File: config.mk
export PLATFORM = sky130hd
export DESIGN_NAME = peripheral_mpram_wb_arbiter
export DESIGN_NICKNAME = d
export VERILOG_FILES = /design/src/rtl/peripheral_mpram_wb_arbiter.sv
export SDC_FILE = /design/constraint.sdc
export NUM_CORES = 1
export LEC_CHECK = 0
export CORE_AREA = 2 2 118 120
export DETAILED_ROUTE_END_ITERATION = 16
export DIE_AREA = 0 0 120 122
export DONT_BUFFER_PORTS = 1
export PLACE_DENSITY = 0.33
export SKIP_LAST_GASP = 1
export SYNTH_ARGS = -nofsm -noshare
export SYNTH_HDL_FRONTEND = slang
export SYNTH_SLANG_ARGS = --single-unit
File: constraint.sdc
create_clock -name wb_clk_i -period 1.25 [get_ports wb_clk_i]
set_input_delay 0.3125 -clock wb_clk_i [delete_from_list [all_inputs] [get_ports wb_clk_i]]
set_output_delay 0.3125 -clock wb_clk_i [all_outputs]
set_load 0.05 [all_outputs]
File: src/rtl/peripheral_mpram_wb_arbiter.sv
// Round-robin Wishbone B3 arbiter: NUM_MASTERS upstream masters share one RAM slave port.
// A grant is held for the whole cyc period; one IDLE cycle always separates two grants.
module peripheral_mpram_wb_arbiter #(
    parameter int unsigned NUM_MASTERS = 2,
    parameter int unsigned AW          = 32,
    parameter int unsigned DW          = 32
) (
    input  logic                        wb_clk_i,
    input  logic                        wb_rst_i,
    input  logic [NUM_MASTERS*AW-1:0]   wbm_adr_i,
    input  logic [NUM_MASTERS*DW-1:0]   wbm_dat_i,
    input  logic [NUM_MASTERS*DW/8-1:0] wbm_sel_i,
    input  logic [NUM_MASTERS-1:0]      wbm_we_i,
    input  logic [NUM_MASTERS-1:0]      wbm_cyc_i,
    input  logic [NUM_MASTERS-1:0]      wbm_stb_i,
    input  logic [NUM_MASTERS*3-1:0]    wbm_cti_i,
    input  logic [NUM_MASTERS*2-1:0]    wbm_bte_i,
    output logic [DW-1:0]               wbm_dat_o,
    output logic [NUM_MASTERS-1:0]      wbm_ack_o,
    output logic [NUM_MASTERS-1:0]      wbm_err_o,
    output logic [AW-1:0]               wbs_adr_o,
    output logic [DW-1:0]               wbs_dat_o,
    output logic [DW/8-1:0]             wbs_sel_o,
    output logic                        wbs_we_o,
    output logic                        wbs_cyc_o,
    output logic                        wbs_stb_o,
    output logic [2:0]                  wbs_cti_o,
    output logic [1:0]                  wbs_bte_o,
    input  logic [DW-1:0]               wbs_dat_i,
    input  logic                        wbs_ack_i,
    input  logic                        wbs_err_i,
    output logic [NUM_MASTERS-1:0]      grant_o
);

    localparam int unsigned SW = DW / 8;
    localparam int unsigned IW = (NUM_MASTERS > 1) ? $clog2(NUM_MASTERS) : 1;

    typedef enum logic [0:0] {StIdle, StBusy} state_e;

    state_e                 state_q;
    logic [NUM_MASTERS-1:0] grant_q;
    logic [IW-1:0]          last_q;    // most recent winner; equals the granted index while busy

    logic                   pick_vld;
    logic [IW-1:0]          pick_idx;
    logic [IW:0]            cand;
    int unsigned            gidx;

    // Round-robin search: first requester at last_q+1, last_q+2, ... wrapping modulo NUM_MASTERS.
    always_comb begin
        pick_vld = 1'b0;
        pick_idx = '0;
        cand     = '0;
        for (int unsigned k = 1; k <= NUM_MASTERS; k++) begin
            cand = {1'b0, last_q} + (IW + 1)'(k);
            if (cand >= (IW + 1)'(NUM_MASTERS)) begin
                cand = cand - (IW + 1)'(NUM_MASTERS);
            end
            if (!pick_vld && wbm_cyc_i[cand[IW-1:0]]) begin
                pick_vld = 1'b1;
                pick_idx = cand[IW-1:0];
            end
        end
    end

    // Arbitration FSM; grant is released only after the owner drops cyc.
    always_ff @(posedge wb_clk_i) begin
        if (wb_rst_i) begin
            state_q <= StIdle;
            grant_q <= '0;
            last_q  <= IW'(NUM_MASTERS - 1);
        end else begin
            unique case (state_q)
                StIdle: begin
                    if (pick_vld) begin
                        grant_q <= NUM_MASTERS'(1) << pick_idx;
                        last_q  <= pick_idx;
                        state_q <= StBusy;
                    end
                end
                StBusy: begin
                    if (!wbm_cyc_i[last_q]) begin
                        grant_q <= '0;
                        state_q <= StIdle;
                    end
                end
                default: begin
                    grant_q <= '0;
                    state_q <= StIdle;
                end
            endcase
        end
    end

    // Combinational request mux and response routing; everything is quiet while idle.
    always_comb begin
        gidx      = 32'(last_q);
        wbs_adr_o = '0;
        wbs_dat_o = '0;
        wbs_sel_o = '0;
        wbs_we_o  = 1'b0;
        wbs_cyc_o = 1'b0;
        wbs_stb_o = 1'b0;
        wbs_cti_o = '0;
        wbs_bte_o = '0;
        wbm_ack_o = '0;
        wbm_err_o = '0;
        if (state_q == StBusy) begin
            wbs_adr_o         = wbm_adr_i[gidx*AW +: AW];
            wbs_dat_o         = wbm_dat_i[gidx*DW +: DW];
            wbs_sel_o         = wbm_sel_i[gidx*SW +: SW];
            wbs_we_o          = wbm_we_i[last_q];
            wbs_cyc_o         = wbm_cyc_i[last_q];
            wbs_stb_o         = wbm_stb_i[last_q];
            wbs_cti_o         = wbm_cti_i[gidx*3 +: 3];
            wbs_bte_o         = wbm_bte_i[gidx*2 +: 2];
            wbm_ack_o[last_q] = wbs_ack_i;
            wbm_err_o[last_q] = wbs_err_i;
        end
    end

    assign wbm_dat_o = wbs_dat_i;
    assign grant_o   = grant_q;

endmodule

# Word-level counts from Yosys, hierarchy flattened
# Index checks and enable logic that the tools add are counted.
# word_totals
register_bits	4
input_bits	188
output_inout_bits	114
wordCells	64
# classes
n_addsub	4
multipliers	1
order_cmp	6
eq_ne	2
shifts	6
muxes	34
bitwise	3
reduce_logical	5
# ops
cell	count
$shiftx 64x7->32	2
$mux 32	2
$mux 1	22
$mux 2	5
$shiftx 8x4->4	1
$lt 1x2->1 const B	3
$shiftx 6x4->3	1
$and 2x2->2	2
$ge 2x2->1 const B	2
$mux 4	1
$ne 2x2->1 const B	2
$pmux 2 s2	1
$reduce_and 2->1	2
$shiftx 4x3->2	1
$mul 1x2->3 const B	1
$mux 3	1
$add 1x1->2 const B	1
$add 1x2->2 const B	1
$logic_and 1x1->1	2
$pmux 1 s2	1
$shl 1x1->2 const A	1
$sub 1x1->1 const B	2
$demux 1 s1	1
$ge 1x1->1 const B	1
2 further kinds	2

# Logic depth before layout (Yosys ltp)
# Gate-level depths: netlist (run 1).
# depth
word_depth	12
mapped_depth	4
mapped_depth_nobuf	3

# Worst setup path after synthesis (run 1)
# OpenSTA, ideal clock, no wires.
# synth_path
kind	reg-to-output
start	register state_q
end	output wbs_adr_o[22]
t_arrival_ps	1445
required_ps	938
path_slack_ps	-507
path_stages_with_launch	4
path_buffers	2
cell_sequence	dfxtp_1 buf_2 buf_2 nor2b_1
# synth_via
elab_chain_len	1
# synth_rtl
item	line_no	rtl
start: declaration	40	state_e state_q;
start signal: assignment	69	state_q <= StIdle;
start signal: assignment	78	state_q <= StBusy;
start signal: assignment	84	state_q <= StIdle;
$mux 32	108	if (state_q == StBusy) begin
end: declaration	21	output logic [AW-1:0] wbs_adr_o,
# No other way between the ends.

# Worst setup path after layout (run 1)
# layout_path
start	register last_q
end	output wbs_dat_o[29]
# layout_via
elab_chain_len	2
# layout_rtl
item	line_no	rtl
start: declaration	42	logic [IW-1:0] last_q;
start signal: assignment	71	last_q <= IW'(NUM_MASTERS - 1);
start signal: assignment	77	last_q <= pick_idx;
$shiftx 64x7->32	110	wbs_dat_o = wbm_dat_i[gidx*DW +: DW];
$mux 32	108	
end: declaration	22	output logic [DW-1:0] wbs_dat_o,
# No other way between the ends.

==> key figures, run 1 <==
Outcome
  – Outcome: finished, violations left
  – Violations in the final reports: negative setup slack

Finish
  – Syn-to-layout area delta: 171%
  – Number of fill cells in the layout: 1,286
  – Area used by multi-input combinational logic: 2500 um2
  – Diode count: 0
  – Area of all sequential standard cells: 87.6 um2
  – Final standard cell count with taps included and fillers excluded: 472
  – Net count, final: 481
  – Fraction of layout instances using a drive strength above 1: 87.7%

Critical path
  – Slowest cell on crit path: dfxtp_4
  – Count of buffer and inverter cells on the critical path: 3
  – Arrival time at the worst endpoint: 1.43 ns
  – Cell occurring most often along the worst timing path: buf_12
  – Crit path max fanout: 10
  – Top Family by Delay on Critical Path: buffers and inverters
  – Largest stage delay, worst path: 0.37 ns
  – Critical path required time: 0.94 ns
  – Cell Chain, Critical Path: buf_12 > clkbuf_16 > mux2i_4 > nor2b_4 > buf_12
  – Crit end category: output port
  – Startpoint-to-endpoint class of the critical path: reg -> out
  – Critical Path Start Type: register
  – Total stage count of the critical path: 5
  – Number of cells traversed by the worst register-to-register path: 6

Power and ir drop
  – Power density over the cells: 731 nW/um2
  – Switching power total: 0.00149 W
  – Combinational fraction of design power: 81.2%
  – Internal: 0.00212 W
  – Maximum ir drop on the vdd rail: 0.396 mV
  – Static Leak: 1.89 nW
  – Clock network fraction of design power: 14.4%
  – Switching fraction of total power: 41.2%
  – Sequential power share: 4.3%

Yosys
  – Synthesized netlist net count: 418
  – Yosys warning count: 0
  – Number of register bits inferred by synthesis: 4
  – Share of synthesized area occupied by flip-flops and latches: 4.39%
  – Unique masters post-synth: 20
  – Post-Synthesis Cells: 230
  – Synthesized cell area: 1820 um2
  – Average instance area after synthesis: 7.93 um2

STA
  – Max frequency: 0.572 GHz
  – Number of failing setup endpoints in the final timing report: 82
  – Relative slew margins: 81.4%
  – Number of hold-slack violations in the final timing report: 0
  – Least-Margin Pin Slew: 0.272 ns
  – Setup TNS: -36.12 ns
  – Ratio of final minimum period to clock period: 140%
  – Final slew viol count: 0
  – Clock skew: 0.00353 ns
  – Final worst-path setup slack: -0.497 ns
  – Time the worst path needs with I/O delays and setup: 1.75 ns
  – RSZ-0062 raised after global routing: yes

Detailed routing
  – Number of vias per cell: 4.04
  – Detailed-router iteration count before antenna repair: 4
  – Aggregate routed wire length: 7880 um
  – Drt drc: 0
  – Total number of vias: 1,909
  – Drt first-iter violations: 72
  – Routed wirelength normalized by instance count: 16.7 um
  – Detail Route Antenna Nets: 0

Job
  – Number of max-capacitance violations reported: 0

Worst hold path
  – Instance count along the most critical hold path: 1
  – Path category of the worst min-delay check: in -> reg

Clocking
  – Clock tree from TritonCTS: built
  – Number of sinks on the clock net: 4
  – CTS H-tree depth: 1
  – Later-pin clock latency in the skew report: 0.23 ns
  – Clock input transition at the sequential cells of the worst setup and hold paths: 0.03 ns
  – CTS max path bufs: 2
  – Clock Tree Root: clkbuf_16
  – Hold-fix buffer count after cts: 0
  – CTS Buf Count: 3

Global route
  – Antenna violations before repair: 0
  – GR Layer Usage met1: 8.46%
  – Most utilized layer in the global route result: met2
  – Number of global-route vias before repair: 1,925
  – Met3 routing resource usage after global routing: 3.09%
  – Met2 track demand over resource in global routing: 17.0%
  – Largest net degree at the start of global routing: 31
  – Global-route wire length before repair: 10,200 um
  – Global-route usage over all layers: 8.78%
  – Global route total overflow: 0

Placed design
  – Final estimated routing congestion in global placement: 0.677
  – HPWL after detailed placement: 5760 um
  – Total instance count after detailed placement: 452
  – Count of input and output buffers: 0

Floorplan
  – Core area: 13,500 um2
  – Number of placed I/O pins: 302
  – Starting utilization of the core area: 13.5%
  – Width of the die: 120 um
  – Chip Height: 122 um
  – Row count: 43
  – Die area: 14,600 um2
[logic make-up after synthesis]
group                  Yosys count  synth area share, %
buffers and inverters           52                 20.7
AO/OA/AOI/OAI                    8                 2.88
multiplexers                    76                 41.7
flip-flops                       4                 4.39
AND/OR/NAND/NOR                 90                 30.3
[worst paths after layout]
path / from / endpoint / slack, ns
max reg2reg: last_q / grant_o[0] / -0.13
min: wb_rst_i / state_q / 0.15
max: last_q / wbs_dat_o[29] / -0.50
min reg2reg: grant_o[0] / grant_o[0] / 0.52
[sequential cells by signal (all words and copies together), names as in the netlist]
signal,flops
grant_o,2
last_q,1
state_q,1
[cell usage after synthesis]
library cell,count,area (um2)
a211oi_1,1,7.51
a21oi_1,2,10.0
a22o_1,2,17.5
and3_1,5,31.3
and3b_1,1,8.76
buf_2,10,50.1
buf_4,33,248
buf_6,6,67.6
clkbuf_1,1,3.75
dfxtp_1,4,80.1
inv_1,1,3.75
inv_2,1,3.75
mux2i_1,76,761
nand2_1,1,3.75
nand2b_1,2,12.5
nand3_1,2,10.0
nor2_1,3,11.3
nor2b_1,76,475
o211ai_1,1,7.51
o21ai_1,2,10.0
[power by group through the flow]
stage	logic (W)	registers [W]	clock network (W)
final	0.00293	0.000156	0.000521
after global routing	0.00305	0.000159	0.000542
after CTS	0.00267	0.000162	0.000526
after detailed placement	0.00248	0.000164	0
after global placement	0.00247	0.000163	0
after floorplan	0.00179	0.000169	0
[cell usage in the layout (no fill, tap or decap), types with 3 or more instances in the layout]
cell type	Yosys	routed
mux2i_2	0	20
buf_4	33	12
mux2i_1	76	14
nor2_1	3	3
nor2b_2	0	9
buf_12	0	87
mux2i_4	0	42
nor2b_4	0	67
clkbuf_16	0	7
[cell type report]
| cell class | count | area share, % |
|---|---|---|
| multi-input cells | 174 | 50.8 |
| clock buffers | 4 | 1.60 |
| flip-flops and latches | 4 | 1.78 |
| repair buffers | 108 | 41.0 |
| well taps | 180 | 4.57 |
| inverters | 2 | 0.254 |
[layer usage]
metal	share of wire (%)	wire length (um)
met5	0	0
met2	58	4530
met4	1.8	141
met1	29	2300
met3	12	907
[timing repair]
item                                    CTS  global route
gates cloned                              1             5
gates resized for setup                  58            53
endpoints found under the setup margin   80            82
pin swaps                                 0             1
buffers inserted                          1             9
[stage by stage]
stage	cell area (um2)	utilization (%)	power (W)	hold WS, ns	setup slack [ns]
2_1_floorplan	2400	-	0.00196	0.378	-0.236
3_3_place_gp	4010	29.7	0.00263	0.380	-0.334
3_5_place_dp	4010	29.7	0.00264	0.383	-0.370
4_1_cts	4420	32.8	0.00336	0.150	-0.504
5_1_grt	4930	36.5	0.00375	0.147	-0.561
6_report	4930	36.5	0.00361	0.149	-0.497
Power figures use the tool's default switching activity.
==> inputs of run 2 (changes only) <==
Settings changed: PLACE_DENSITY 0.33 to 0.3.
==> run 2 against run 1 <==
Effect of this change:
- the run still ends with negative setup slack left
- via count shrank 3.2%
- non-clock buffer count shrank 12
- cell area shrank 8.5%
- clock skew shrank 0.0033 ns
- setup slack gained 0.0081 ns
- critical path type unchanged
- highest routed layer unchanged
==> key figures, run 2 (synthesis gave the netlist of run 1 again) <==
STA
  – Final slew viol count: 0 (unchanged)
  – Setup TNS: -35.00 ns (was -36.12 ns)
  – Ratio of final minimum period to clock period: 139% (was 140%)
  – Max frequency: 0.575 GHz (was 0.572 GHz)
  – Relative slew margins: 83.2% (was 81.4%)
  – Final worst-path setup slack: -0.489 ns (was -0.497 ns)
  – Number of hold-slack violations in the final timing report: 0 (unchanged)
  – Clock skew: 0.000200 ns (was 0.00353 ns)
  – Number of failing setup endpoints in the final timing report: 80 (was 82)
  – Time the worst path needs with I/O delays and setup: 1.74 ns (was 1.75 ns)
  – Least-Margin Pin Slew: 0.245 ns (was 0.272 ns)
  – RSZ-0062 raised after global routing: yes (unchanged)

Placed design
  – Final estimated routing congestion in global placement: 0.694 (was 0.677)
  – HPWL after detailed placement: 5930 um (was 5760 um)
  – Count of input and output buffers: 0 (unchanged)
  – Total instance count after detailed placement: 453 (was 452)
  – Pre-CTS WS: -0.305 ns (was -0.370 ns)

Critical path
  – Crit end category: output port (unchanged)
  – Arrival time at the worst endpoint: 1.43 ns (about the same)
  – Number of cells traversed by the worst register-to-register path: 5 (was 6)
  – Setup slack of the most critical reg-to-reg path: 0.01 ns (was -0.13 ns)
  – Crit path max fanout: 22 (was 10)
  – Launching point of the worst reg2reg path: last_q (unchanged)
  – Critical path required time: 0.94 ns (about the same)
  – Startpoint-to-endpoint class of the critical path: reg -> out (unchanged)
  – R2r endpoint: grant_o[0] (unchanged)
  – Critical Path Start Type: register (unchanged)

Clocking
  – Clock input transition at the sequential cells of the worst setup and hold paths: 0.03 ns (about the same)
  – Clock Tree Root: clkbuf_16 (unchanged)
  – Hold-fix buffer count after cts: 0 (unchanged)
  – Clock tree from TritonCTS: built (unchanged)
  – Number of sinks on the clock net: 4 (unchanged)
  – Later-pin clock latency in the skew report: 0.22 ns (was 0.23 ns)
  – CTS Buf Count: 3 (unchanged)
  – CTS max path bufs: 2 (unchanged)
  – CTS H-tree depth: 1 (unchanged)

Power and ir drop
  – Static Leak: 1.75 nW (was 1.89 nW)
  – Maximum ir drop on the vdd rail: 0.437 mV (was 0.396 mV)
  – Combinational fraction of design power: 79.8% (was 81.2%)
  – Switching fraction of total power: 42.0% (was 41.2%)
  – Sequential power share: 4.9% (was 4.3%)
  – Internal: 0.00195 W (was 0.00212 W)
  – Switching power total: 0.00141 W (was 0.00149 W)
  – Clock network fraction of design power: 15.3% (was 14.4%)
  – Power density over the cells: 745 nW/um2 (was 731 nW/um2)
  – Post-layout total power: 0.00336 W (was 0.00361 W)

Finish
  – Number of fill cells in the layout: 1,307 (was 1,286)
  – Area used by multi-input combinational logic: 2250 um2 (was 2500 um2)
  – Net count, final: 469 (was 481)
  – Fraction of layout instances using a drive strength above 1: 87.5% (was 87.7%)
  – Most frequent standard cell in the layout excluding fill and tap cells: buf_12 (unchanged)
  – Syn-to-layout area delta: 148% (was 171%)
  – Area of all sequential standard cells: 87.6 um2 (unchanged)
  – Diode count: 0 (unchanged)
  – Final standard cell count with taps included and fillers excluded: 460 (was 472)
  – Most frequent cells in the layout: buf_12 (90), nor2b_4 (67), mux2i_2 (50), mux2i_4 (13), mux2i_1 (13) (was buf_12 (87), nor2b_4 (67), mux2i_4 (42), mux2i_2 (20), mux2i_1 (14))
  – Max FFs per register: 2 (unchanged)

Global route
  – Global-route wire length before repair: 10,400 um (was 10,200 um)
  – Global route total overflow: 0 (unchanged)
  – Global-route usage over all layers: 9.01% (was 8.78%)
  – Number of global-route vias before repair: 1,946 (was 1,925)
  – Largest net degree at the start of global routing: 25 (was 31)
  – Antenna violations before repair: 0 (unchanged)

Outcome
  – Outcome: finished, violations left (unchanged)
  – Violations in the final reports: negative setup slack (unchanged)

Detailed routing
  – Number of vias per cell: 4.02 (was 4.04)
  – Drt drc: 0 (unchanged)
  – Aggregate routed wire length: 7170 um (was 7880 um)
  – Total number of vias: 1,847 (was 1,909)
  – Detailed-router iteration count before antenna repair: 4 (unchanged)
  – Routed wirelength normalized by instance count: 15.6 um (was 16.7 um)
  – Detail Route Antenna Nets: 0 (unchanged)
  – Drt first-iter violations: 29 (was 72)

Floorplan
  – Starting utilization of the core area: 13.5% (unchanged)
  – Die area: 14,600 um2 (unchanged)
  – Chip Height: 122 um (unchanged)
  – Number of placed I/O pins: 302 (unchanged)
  – Core area: 13,500 um2 (unchanged)
  – Width of the die: 120 um (unchanged)
  – Row count: 43 (unchanged)

Worst hold path
  – Instance count along the most critical hold path: 1 (unchanged)
  – Worst hold path startpoint: wb_rst_i (unchanged)
  – Path category of the worst min-delay check: in -> reg (unchanged)
  – Worst-case hold path end point: state_q (unchanged)

Job
  – Number of max-capacitance violations reported: 0 (unchanged)
## run 2: power by group through the flow
stage / clock, W / sequential [W] / combinational [W]
3_5_place_dp: 0 / 0.000167 / 0.00249
3_3_place_gp: 0 / 0.000167 / 0.00248
5_1_grt: 0.000536 / 0.000166 / 0.00279
2_1_floorplan: 0 / 0.000169 / 0.00179
4_1_cts: 0.000524 / 0.000165 / 0.00268
6_report: 0.000516 / 0.000163 / 0.00269
## run 2: critical path, stage by stage, from the launching register on
cell and delay, ns:
dfxtp_4 0.41, buf_12 0.23, mux2i_2 0.31, nor2b_4 0.07
buf_12 0.15
## run 2: metrics by stage
stage	cell area, um2	utilization (%)	hold WS (ns)
floorplan	2400	-	0.378
global placement	4030	29.8	0.380
detailed placement	4030	29.8	0.382
CTS	4430	32.8	0.146
global route	4510	33.4	0.152
finish	4510	33.4	0.148
## run 2: area by class of cell
| type | count | share of cell area (%) |
|---|---|---|
| Timing Repair Buffer | 96 | 41.4 |
| Sequential cell | 4 | 1.94 |
| Multi-Input combinational cell | 174 | 49.8 |
| Inverter | 2 | 0.166 |
| Clock buffer | 4 | 1.75 |
| Tap cell | 180 | 4.99 |
## run 2: worst max-delay path by stage
stage / startpoint / to / slack, ns / cells past startpoint
final: last_q / wbs_dat_o[7] / -0.49 / 4
after global routing: last_q / wbs_dat_o[9] / -0.54 / 4
after CTS: last_q / wbs_dat_o[12] / -0.49 / 4
after detailed placement: last_q / wbs_dat_o[5] / -0.30 / 4
after global placement: last_q / wbs_dat_o[5] / -0.30 / 4
after floorplan: last_q / wbs_adr_o[22] / -0.24 / 4
## run 2: metal layers
layer,global-route usage [%],up-vias,wire (um)
li1,-,841,-
met1,8.89,848,2220
met2,17.2,132,4020
met3,2.95,26,706
met4,3.82,0,218
met5,0,-,0
## run 2: what timing repair did
action	in CTS	in global routing
gates cloned	1	0
endpoints found under the hold margin	0	0
setup endpoints to repair	81	81
setup buffers	2	0
resized for setup	59	16
